$ cat config.mk
export PLATFORM = sky130hd
export DESIGN_NAME = mem_lsu_flat
export DESIGN_NICKNAME = d
export VERILOG_FILES = /design/src/rtl/mem_lsu_pkg.sv /design/src/rtl/mem_lsu_if.sv /design/src/rtl/mem_lsu_lane_align.sv /design/src/rtl/mem_lsu.sv /design/src/flat_wrapper.sv
export SDC_FILE = /design/constraint.sdc
export NUM_CORES = 1
export LEC_CHECK = 0
export ABC_AREA = 1
export BUFFER_PORTS_ARGS = -buffer_cell sky130_fd_sc_hd__buf_2
export CORE_ASPECT_RATIO = 1.5
export CORE_MARGIN = 3
export CORE_UTILIZATION = 40
export CTS_CLUSTER_SIZE = 40
export DETAILED_ROUTE_END_ITERATION = 8
export SYNTH_ARGS = -nofsm -noshare
export SYNTH_HDL_FRONTEND = slang
export SYNTH_HIERARCHICAL = 1
export SYNTH_SLANG_ARGS = --single-unit
$ cat constraint.sdc
create_clock -name clk -period 2 [get_ports clk]
set_clock_uncertainty 0.1 [all_clocks]
set_input_delay 0 -clock clk [delete_from_list [all_inputs] [get_ports clk]]
set_output_delay 0 -clock clk [all_outputs]
set_load 0.02 [all_outputs]
$ cat src/rtl/mem_lsu_pkg.sv
// mem_lsu_pkg: shared definitions for the load/store unit.
//   lsu_state_t    : LSU control states
//   F3_*           : RV32 load/store funct3 width/sign encodings
//   MEM_DATA_WIDTH : data memory word width (must be 32)
//   MEM_ADDR_WIDTH : data memory word-index width
package mem_lsu_pkg;

  localparam int unsigned MEM_DATA_WIDTH = 32;
  localparam int unsigned MEM_ADDR_WIDTH = 10;

  localparam logic [2:0] F3_B  = 3'b000;
  localparam logic [2:0] F3_H  = 3'b001;
  localparam logic [2:0] F3_W  = 3'b010;
  localparam logic [2:0] F3_BU = 3'b100;
  localparam logic [2:0] F3_HU = 3'b101;

  typedef enum logic [1:0] {
    IDLE,
    ACCESS,
    RMW_WRITE,
    RESP
  } lsu_state_t;

endpackage

$ cat src/rtl/mem_lsu_if.sv
// mem_lsu_if: core-side request/response and memory-side bus of the LSU.
//   slave  : the LSU (accepts requests, drives the memory bus)
//   master : the environment (core issuing requests + data memory)
//   req_*  : request handshake and fields (byte address, store data)
//   resp_* : single-cycle completion pulse, load data, error flag
//   mem_*  : word index, write data, write strobe, registered read data
interface mem_lsu_if;
  import mem_lsu_pkg::*;

  logic                      req_valid;
  logic                      req_ready;
  logic                      req_we;
  logic [2:0]                req_funct3;
  logic [31:0]               req_addr;
  logic [31:0]               req_wdata;
  logic                      resp_valid;
  logic [31:0]               resp_rdata;
  logic                      resp_err;
  logic [31:0]               mem_addr;
  logic [MEM_DATA_WIDTH-1:0] mem_wdata;
  logic                      mem_rw;
  logic [31:0]               mem_rdata;

  modport slave (
    input  req_valid, req_we, req_funct3, req_addr, req_wdata, mem_rdata,
    output req_ready, resp_valid, resp_rdata, resp_err, mem_addr, mem_wdata, mem_rw
  );

  modport master (
    output req_valid, req_we, req_funct3, req_addr, req_wdata, mem_rdata,
    input  req_ready, resp_valid, resp_rdata, resp_err, mem_addr, mem_wdata, mem_rw
  );

endinterface

$ cat src/rtl/mem_lsu_lane_align.sv
// lsu_lane_align: combinational lane handling for the LSU.
//   funct3     : RV32 width/sign code of the access
//   lane       : byte offset within the word (addr[1:0])
//   rdata      : word read from memory
//   wdata      : right-aligned store data
//   load_data  : selected byte/half/word, sign- or zero-extended
//   store_data : rdata with the addressed byte/half replaced (whole wdata for word)
module lsu_lane_align
  import mem_lsu_pkg::*;
(
  input  logic [2:0]  funct3,
  input  logic [1:0]  lane,
  input  logic [31:0] rdata,
  input  logic [31:0] wdata,
  output logic [31:0] load_data,
  output logic [31:0] store_data
);

  logic [7:0]  byte_v;
  logic [15:0] half_v;

  always_comb begin
    byte_v = 8'(rdata >> {lane, 3'b000});
    half_v = lane[1] ? rdata[31:16] : rdata[15:0];

    case (funct3)
      F3_B:    load_data = {{24{byte_v[7]}}, byte_v};
      F3_BU:   load_data = {24'b0, byte_v};
      F3_H:    load_data = {{16{half_v[15]}}, half_v};
      F3_HU:   load_data = {16'b0, half_v};
      default: load_data = rdata;
    endcase

    store_data = rdata;
    case (funct3[1:0])
      2'b00: begin
        case (lane)
          2'd0:    store_data[7:0]   = wdata[7:0];
          2'd1:    store_data[15:8]  = wdata[7:0];
          2'd2:    store_data[23:16] = wdata[7:0];
          default: store_data[31:24] = wdata[7:0];
        endcase
      end
      2'b01: begin
        if (lane[1]) store_data[31:16] = wdata[15:0];
        else         store_data[15:0]  = wdata[15:0];
      end
      default: store_data = wdata;
    endcase
  end

endmodule

$ cat src/rtl/mem_lsu.sv
// mem_lsu: RV32 load/store unit in front of a word-addressed data memory
// (1-cycle registered read, synchronous write). One request at a time;
// SB/SH are done as read-modify-write.
//   clk, rst : clock, synchronous active-high reset
//   bus      : mem_lsu_if.slave (request/response + memory bus)
// Parameters:
//   BASE_ADDR : byte address of memory word 0
//   MEM_WORDS : number of memory words; accesses outside the window error
// Build option:
//   MEM_LSU_ALIGN_CHECK_EN : misaligned half/word accesses return an error.
//   When undefined, the address is aligned down and the access proceeds.
module mem_lsu
  import mem_lsu_pkg::*;
#(
  parameter logic [31:0] BASE_ADDR = 32'h0000_0000,
  parameter int unsigned MEM_WORDS = 2**MEM_ADDR_WIDTH
) (
  input logic      clk,
  input logic      rst,
  mem_lsu_if.slave bus
);

  if (MEM_DATA_WIDTH != 32) begin : g_width_check
    $error("mem_lsu: MEM_DATA_WIDTH must be 32");
  end

  lsu_state_t  state, state_nxt;

  logic        r_we;
  logic [2:0]  r_funct3;
  logic [1:0]  r_lane;
  logic [31:0] r_wdata;
  logic        r_err;
  logic [31:0] mem_addr_q;
  logic [31:0] mem_wdata_q;

  logic [31:0] addr_al;
  logic [32:0] offset;
  logic        range_err;
  logic        funct3_err;
  logic        align_err;
  logic        req_err;
  logic        accept;
  logic        req_is_sw;
  logic [31:0] load_data;
  logic [31:0] store_data;

  // Aligned-down address; only differs from req_addr when misaligned,
  // which is an error anyway if the alignment check is enabled.
  always_comb begin
    addr_al = bus.req_addr;
    if (bus.req_funct3[1:0] == 2'b01)      addr_al[0]   = 1'b0;
    else if (bus.req_funct3[1:0] == 2'b10) addr_al[1:0] = 2'b00;
  end

  // 33-bit subtraction: the borrow flags addresses below BASE_ADDR.
  assign offset    = {1'b0, addr_al} - {1'b0, BASE_ADDR};
  assign range_err = offset[32] || ({32'b0, offset[31:0]} >= (64'(MEM_WORDS) << 2));

  assign funct3_err = bus.req_we ? (bus.req_funct3 > 3'b010)
                                 : ((bus.req_funct3 == 3'b011) || (bus.req_funct3[2:1] == 2'b11));

`ifdef MEM_LSU_ALIGN_CHECK_EN
  assign align_err = ((bus.req_funct3[1:0] == 2'b01) && bus.req_addr[0]) ||
                     ((bus.req_funct3[1:0] == 2'b10) && (bus.req_addr[1:0] != 2'b00));
`else
  assign align_err = 1'b0;
`endif

  assign req_err   = range_err || funct3_err || align_err;
  assign accept    = bus.req_valid && (state == IDLE);
  assign req_is_sw = bus.req_we && (bus.req_funct3[1:0] == 2'b10);

  lsu_lane_align u_align (
    .funct3     (r_funct3),
    .lane       (r_lane),
    .rdata      (bus.mem_rdata),
    .wdata      (r_wdata),
    .load_data  (load_data),
    .store_data (store_data)
  );

  always_ff @(posedge clk) begin
    if (rst) state <= IDLE;
    else     state <= state_nxt;
  end

  always_comb begin
    state_nxt      = state;
    bus.req_ready  = 1'b0;
    bus.mem_rw     = 1'b0;
    bus.mem_wdata  = mem_wdata_q;
    bus.resp_valid = 1'b0;
    bus.resp_err   = 1'b0;
    bus.resp_rdata = '0;

    case (state)
      IDLE: begin
        bus.req_ready = 1'b1;
        if (bus.req_valid) state_nxt = req_err ? RESP : ACCESS;
      end
      ACCESS: begin
        if (r_we && (r_funct3[1:0] == 2'b10)) begin
          bus.mem_rw = 1'b1;
          state_nxt  = RESP;
        end else if (r_we) begin
          state_nxt  = RMW_WRITE;
        end else begin
          state_nxt  = RESP;
        end
      end
      RMW_WRITE: begin
        // mem_rdata holds the word read during ACCESS; merge and write back.
        bus.mem_rw    = 1'b1;
        bus.mem_wdata = store_data;
        state_nxt     = RESP;
      end
      RESP: begin
        bus.resp_valid = 1'b1;
        bus.resp_err   = r_err;
        if (!r_err && !r_we) bus.resp_rdata = load_data;
        state_nxt      = IDLE;
      end
      default: state_nxt = IDLE;
    endcase

    // Reset aborts the operation: no write and no completion pulse.
    if (rst) begin
      bus.mem_rw     = 1'b0;
      bus.resp_valid = 1'b0;
      bus.resp_err   = 1'b0;
      bus.resp_rdata = '0;
    end
  end

  // mem_wdata_q keeps the last driven write data so the output holds
  // between accesses; it is loaded on SW accept and after each RMW write.
  always_ff @(posedge clk) begin
    if (rst) begin
      r_we        <= 1'b0;
      r_funct3    <= '0;
      r_lane      <= '0;
      r_wdata     <= '0;
      r_err       <= 1'b0;
      mem_addr_q  <= '0;
      mem_wdata_q <= '0;
    end else begin
      if (accept) begin
        r_we     <= bus.req_we;
        r_funct3 <= bus.req_funct3;
        r_lane   <= addr_al[1:0];
        r_wdata  <= bus.req_wdata;
        r_err    <= req_err;
        if (!req_err) begin
          mem_addr_q <= {2'b00, offset[31:2]};
          if (req_is_sw) mem_wdata_q <= bus.req_wdata;
        end
      end
      if (state == RMW_WRITE) mem_wdata_q <= store_data;
    end
  end

  assign bus.mem_addr = mem_addr_q;

endmodule
$ cat src/flat_wrapper.sv
// flat-port wrapper written by rule: the top's interface ports become plain ports
module mem_lsu_flat import mem_lsu_pkg::*;
#(
  parameter logic [31:0] BASE_ADDR = 32'h0000_0000,
  parameter int unsigned MEM_WORDS = 2**MEM_ADDR_WIDTH
)
  (clk, rst, bus_req_valid, bus_req_we, bus_req_funct3, bus_req_addr, bus_req_wdata, bus_mem_rdata, bus_req_ready, bus_resp_valid, bus_resp_rdata, bus_resp_err, bus_mem_addr, bus_mem_wdata, bus_mem_rw);
  mem_lsu_if bus_i ();
  input logic clk;
  input logic rst;
  input wire logic [$bits(bus_i.req_valid)-1:0] bus_req_valid;
  input wire logic [$bits(bus_i.req_we)-1:0] bus_req_we;
  input wire logic [$bits(bus_i.req_funct3)-1:0] bus_req_funct3;
  input wire logic [$bits(bus_i.req_addr)-1:0] bus_req_addr;
  input wire logic [$bits(bus_i.req_wdata)-1:0] bus_req_wdata;
  input wire logic [$bits(bus_i.mem_rdata)-1:0] bus_mem_rdata;
  output wire logic [$bits(bus_i.req_ready)-1:0] bus_req_ready;
  output wire logic [$bits(bus_i.resp_valid)-1:0] bus_resp_valid;
  output wire logic [$bits(bus_i.resp_rdata)-1:0] bus_resp_rdata;
  output wire logic [$bits(bus_i.resp_err)-1:0] bus_resp_err;
  output wire logic [$bits(bus_i.mem_addr)-1:0] bus_mem_addr;
  output wire logic [$bits(bus_i.mem_wdata)-1:0] bus_mem_wdata;
  output wire logic [$bits(bus_i.mem_rw)-1:0] bus_mem_rw;
  assign bus_i.req_valid = bus_req_valid;
  assign bus_i.req_we = bus_req_we;
  assign bus_i.req_funct3 = bus_req_funct3;
  assign bus_i.req_addr = bus_req_addr;
  assign bus_i.req_wdata = bus_req_wdata;
  assign bus_i.mem_rdata = bus_mem_rdata;
  assign bus_req_ready = bus_i.req_ready;
  assign bus_resp_valid = bus_i.resp_valid;
  assign bus_resp_rdata = bus_i.resp_rdata;
  assign bus_resp_err = bus_i.resp_err;
  assign bus_mem_addr = bus_i.mem_addr;
  assign bus_mem_wdata = bus_i.mem_wdata;
  assign bus_mem_rw = bus_i.mem_rw;
  mem_lsu #(.BASE_ADDR(BASE_ADDR), .MEM_WORDS(MEM_WORDS)) u_core (.clk(clk), .rst(rst), .bus(bus_i));
endmodule
==> reports/results.txt <==
sequential power share = 25.5%
Clk Latency, worst-skew pair = 0.35 ns
ys flop type = dfxtp_1
min-delay worst type = input pin to register
Starting Density = 41.0%
WL per Instance = 16.0 µm
Least-Margin Pin Slew = 0.633 ns
complex-gate fraction of the synthesized area = 13.9%
CP max stage cell = dfxtp_4
Pwr Total = 11.6 mW
Avg Vias per Cell = 5.11
VDD IR max = 0.638 mV
1st-pass router iterations = 5
CP cell instances = buf_6 -> inv_8 -> nand2_8 -> buf_6 -> nor2_4 -> buf_12 -> nand3_4 -> nand3_2 -> nand2_1 -> nor2_1 -> buf_4
Total GRT Usage = 25.2%
Avg Cell Area, Syn = 6.09 µm²
Clock Path Buffers = 2
top cell type's share of synthesized area = 30.8%
global route overflow = 0
Crit Path Class = register to output port
leak pwr = 4.62 nW
Max transition margin = 57.8%
Async SR Flop Fraction = 0%
Net Sw Frac = 47.0%
Max-Cap Viols = 0
reg2reg end = u_core/mem_wdata_q[2]
count of port buffers added during placement = 200
post-synthesis register bit count = 103
Int Power = 6.14 mW
ANT nets after route = 0
Pins Over Slew Limit = 0
slowest cell delay on critical path = 0.36 ns
Synth area leaders = dfxtp_1, nand2_1, nor2_1, nand3_1, o21ai_0
Post-synth EDFFs = 0
Critical Path Fanout Max = 8
Fmax = 502 MHz
number of global-route vias before repair = 7330
yosys warns = 6
root buffer cell = clkbuf_16
DRC Markers = 0
Die Span X = 112 µm
Setup-failing EPs final = 0
Crit path required time = 1.90 ns
post-synth cell types = 34
hold depth = 7
Nets = 1442
post-DP HPWL = 17400 µm
P&R area growth vs syn = 39.5%
final wirelength = 24700 µm
largest net degree at the start of global routing = 62
share of layout cells above drive strength 1 = 26.4%
CTS Sinks = 103
initial antenna violation count = 0
register area share after synthesis = 30.8%
Worst setup EP type = output port
Synth Cell Area = 0.00669 mm²
CTS tree = built
setup TNS = 0 ns
most used cell, CP = buf_6
CTS buffer count = 9
Yosys top cell by area = dfxtp_1
Worst R2R Path Depth = 11
Synth Area in XOR/XNOR = 0%
run status = finished, final reports clean
switching power = 5.46 mW
Synth Instances = 1098
Synth top cells by count = nand2_1, nor2_1, nand3_1
Row Count = 57
total number of vias = 7904
ant diodes = 0
most numerous cell in the Yosys netlist = nand2_1
Power Density = 1240 mW/mm²
Die H = 164 µm
hold slack = 0.155 ns
area of the core = 0.0163 mm²
FF-to-FF setup slack = 0.13 ns
period utilization = 99.7%
H-tree depth = 3
Hold Crit Start = bus_req_addr[15]
GPL Wtd Cong = 0.918
clock power share = 15.0%
Tmin final = 1.99 ns
Simple-Gate Fraction of Synth Area = 44.2%
Final Core Density = 57.2%
reg2reg start = u_core/r_funct3[0]
Arr. time, crit path = 1.89 ns
Hold Path Sink = u_core/r_err
mux contribution to synthesized area = 0%
first-pass GRT wire length = 37600 µm
Bufs and invs on worst path = 5
I/O Pins = 203
clock-pin slew on the worst setup and hold paths = 0.08 ns
Post-Synth Adder-Cell Area = 0.748%
Final Hold Vio Count = 0
full die area = 0.0183 mm²
delay-heaviest family, CP = buffers and inverters
CP startpoint kind = register
Initial DRC Count = 670
largest family of logic cells by synthesized area = simple AND/OR/NAND/NOR gates
Combinational Power Share = 59.5%
RSZ-0062 raised after global routing = yes
## worst max path at each step
stage,depth (start not counted),endpoint,from
global route,11,bus_resp_rdata[20],u_core/r_funct3[1]
CTS,8,bus_resp_rdata[12],u_core/r_funct3[0]
finish,11,bus_resp_rdata[20],u_core/r_funct3[1]
detailed placement,10,u_core/mem_wdata_q[28],u_core/r_lane[1]
floorplan,11,u_core/mem_wdata_q[10],u_core/state[0]
global placement,10,u_core/mem_wdata_q[28],u_core/r_lane[1]
## worst min-delay path, cell delays in order
cell     delay [ns]
buf_2          0.08
nor2_1         0.03
nand3_1        0.05
nor2_1         0.05
nand2_1        0.14
nand2_1        0.09
a21oi_1        0.12
## routing by layer
layer / wire length, µm / track usage (%) / up-vias
met5: 0 / 0 / -
met4: 1090 / 12.2 / 0
met3: 1590 / 4.77 / 67
met2: 12000 / 43.5 / 305
met1: 9960 / 30.1 / 3568
li1: - / - / 3964
## logic make-up (layout without fill, tap and decap cells)
family,Yosys count,after routing
other cells,1,2
compound gates,157,157
simple gates,704,705
buf+inv,129,369
fa+ha+maj,4,4
flops,103,103
## placed cells by master (no fill, tap or decap), types with 10 or more instances in the layout
cell type      netlist  final
o21ai_0             57     49
a21oi_1             48     40
nand2_1            324    310
nand3b_1            10     10
nand2_2              5     16
dlygate4sd3_1        0     50
nor2_1             230    225
buf_2               21    148
buf_12               0     13
inv_1               46     43
buf_6               18     20
buf_4               10     67
nand3_1            107     91
clkbuf_16            0     11
nand3_2              7     22
a21boi_0            32     31
o211ai_1            10     10
o21ai_1              5     12
dfxtp_1            103     98
## through the flow
step	setup slack [ns]	cell area (µm²)	std cells
final	0.00676	9340	1546
after global routing	-0.0848	9340	1546
after CTS	0.000312	8800	1535
after detailed placement	0.112	7870	1464
after global placement	0.134	7870	1464
after floorplan	0.229	6700	1099
## final cells by class
| type | instances | area [µm²] |
|---|---|---|
| fill | 1682 | 7000 |
| multi-input combinational | 868 | 4200 |
| timing repair buffer | 302 | 2300 |
| sequential | 103 | 2070 |
| tap | 206 | 258 |
| clock buffer | 9 | 225 |
| inverter | 51 | 210 |
| clock inverter | 7 | 63.8 |
## sequential cells by signal, indices dropped and copies added, names as in the netlist
signal	flops
u_core/bus.mem_addr	30
u_core/mem_wdata_q	32
u_core/r_err	1
u_core/r_funct3	3
u_core/r_lane	2
u_core/r_wdata	32
u_core/r_we	1
u_core/state	2
## power by group through the flow
| stage | Sequential [mW] | Clock (mW) | Combinational [mW] |
|---|---|---|---|
| after global placement | 2.95 | 0 | 5.70 |
| after CTS | 2.93 | 1.79 | 5.95 |
| after detailed placement | 2.97 | 0 | 5.72 |
| final | 2.95 | 1.74 | 6.90 |
| after floorplan | 2.82 | 0 | 4.15 |
| after global routing | 3.01 | 1.87 | 7.52 |
## timing repair
item / in CTS / in global routing
hold buffers: 50 / 0
buffers inserted: 4 / 8
hold endpoints to repair: 82 / 0
cloned: 1 / 3
resized for setup: 29 / 128
pin swaps: 4 / 30
setup endpoints to repair: 51 / 115
(Power assumes the default switching activity.)
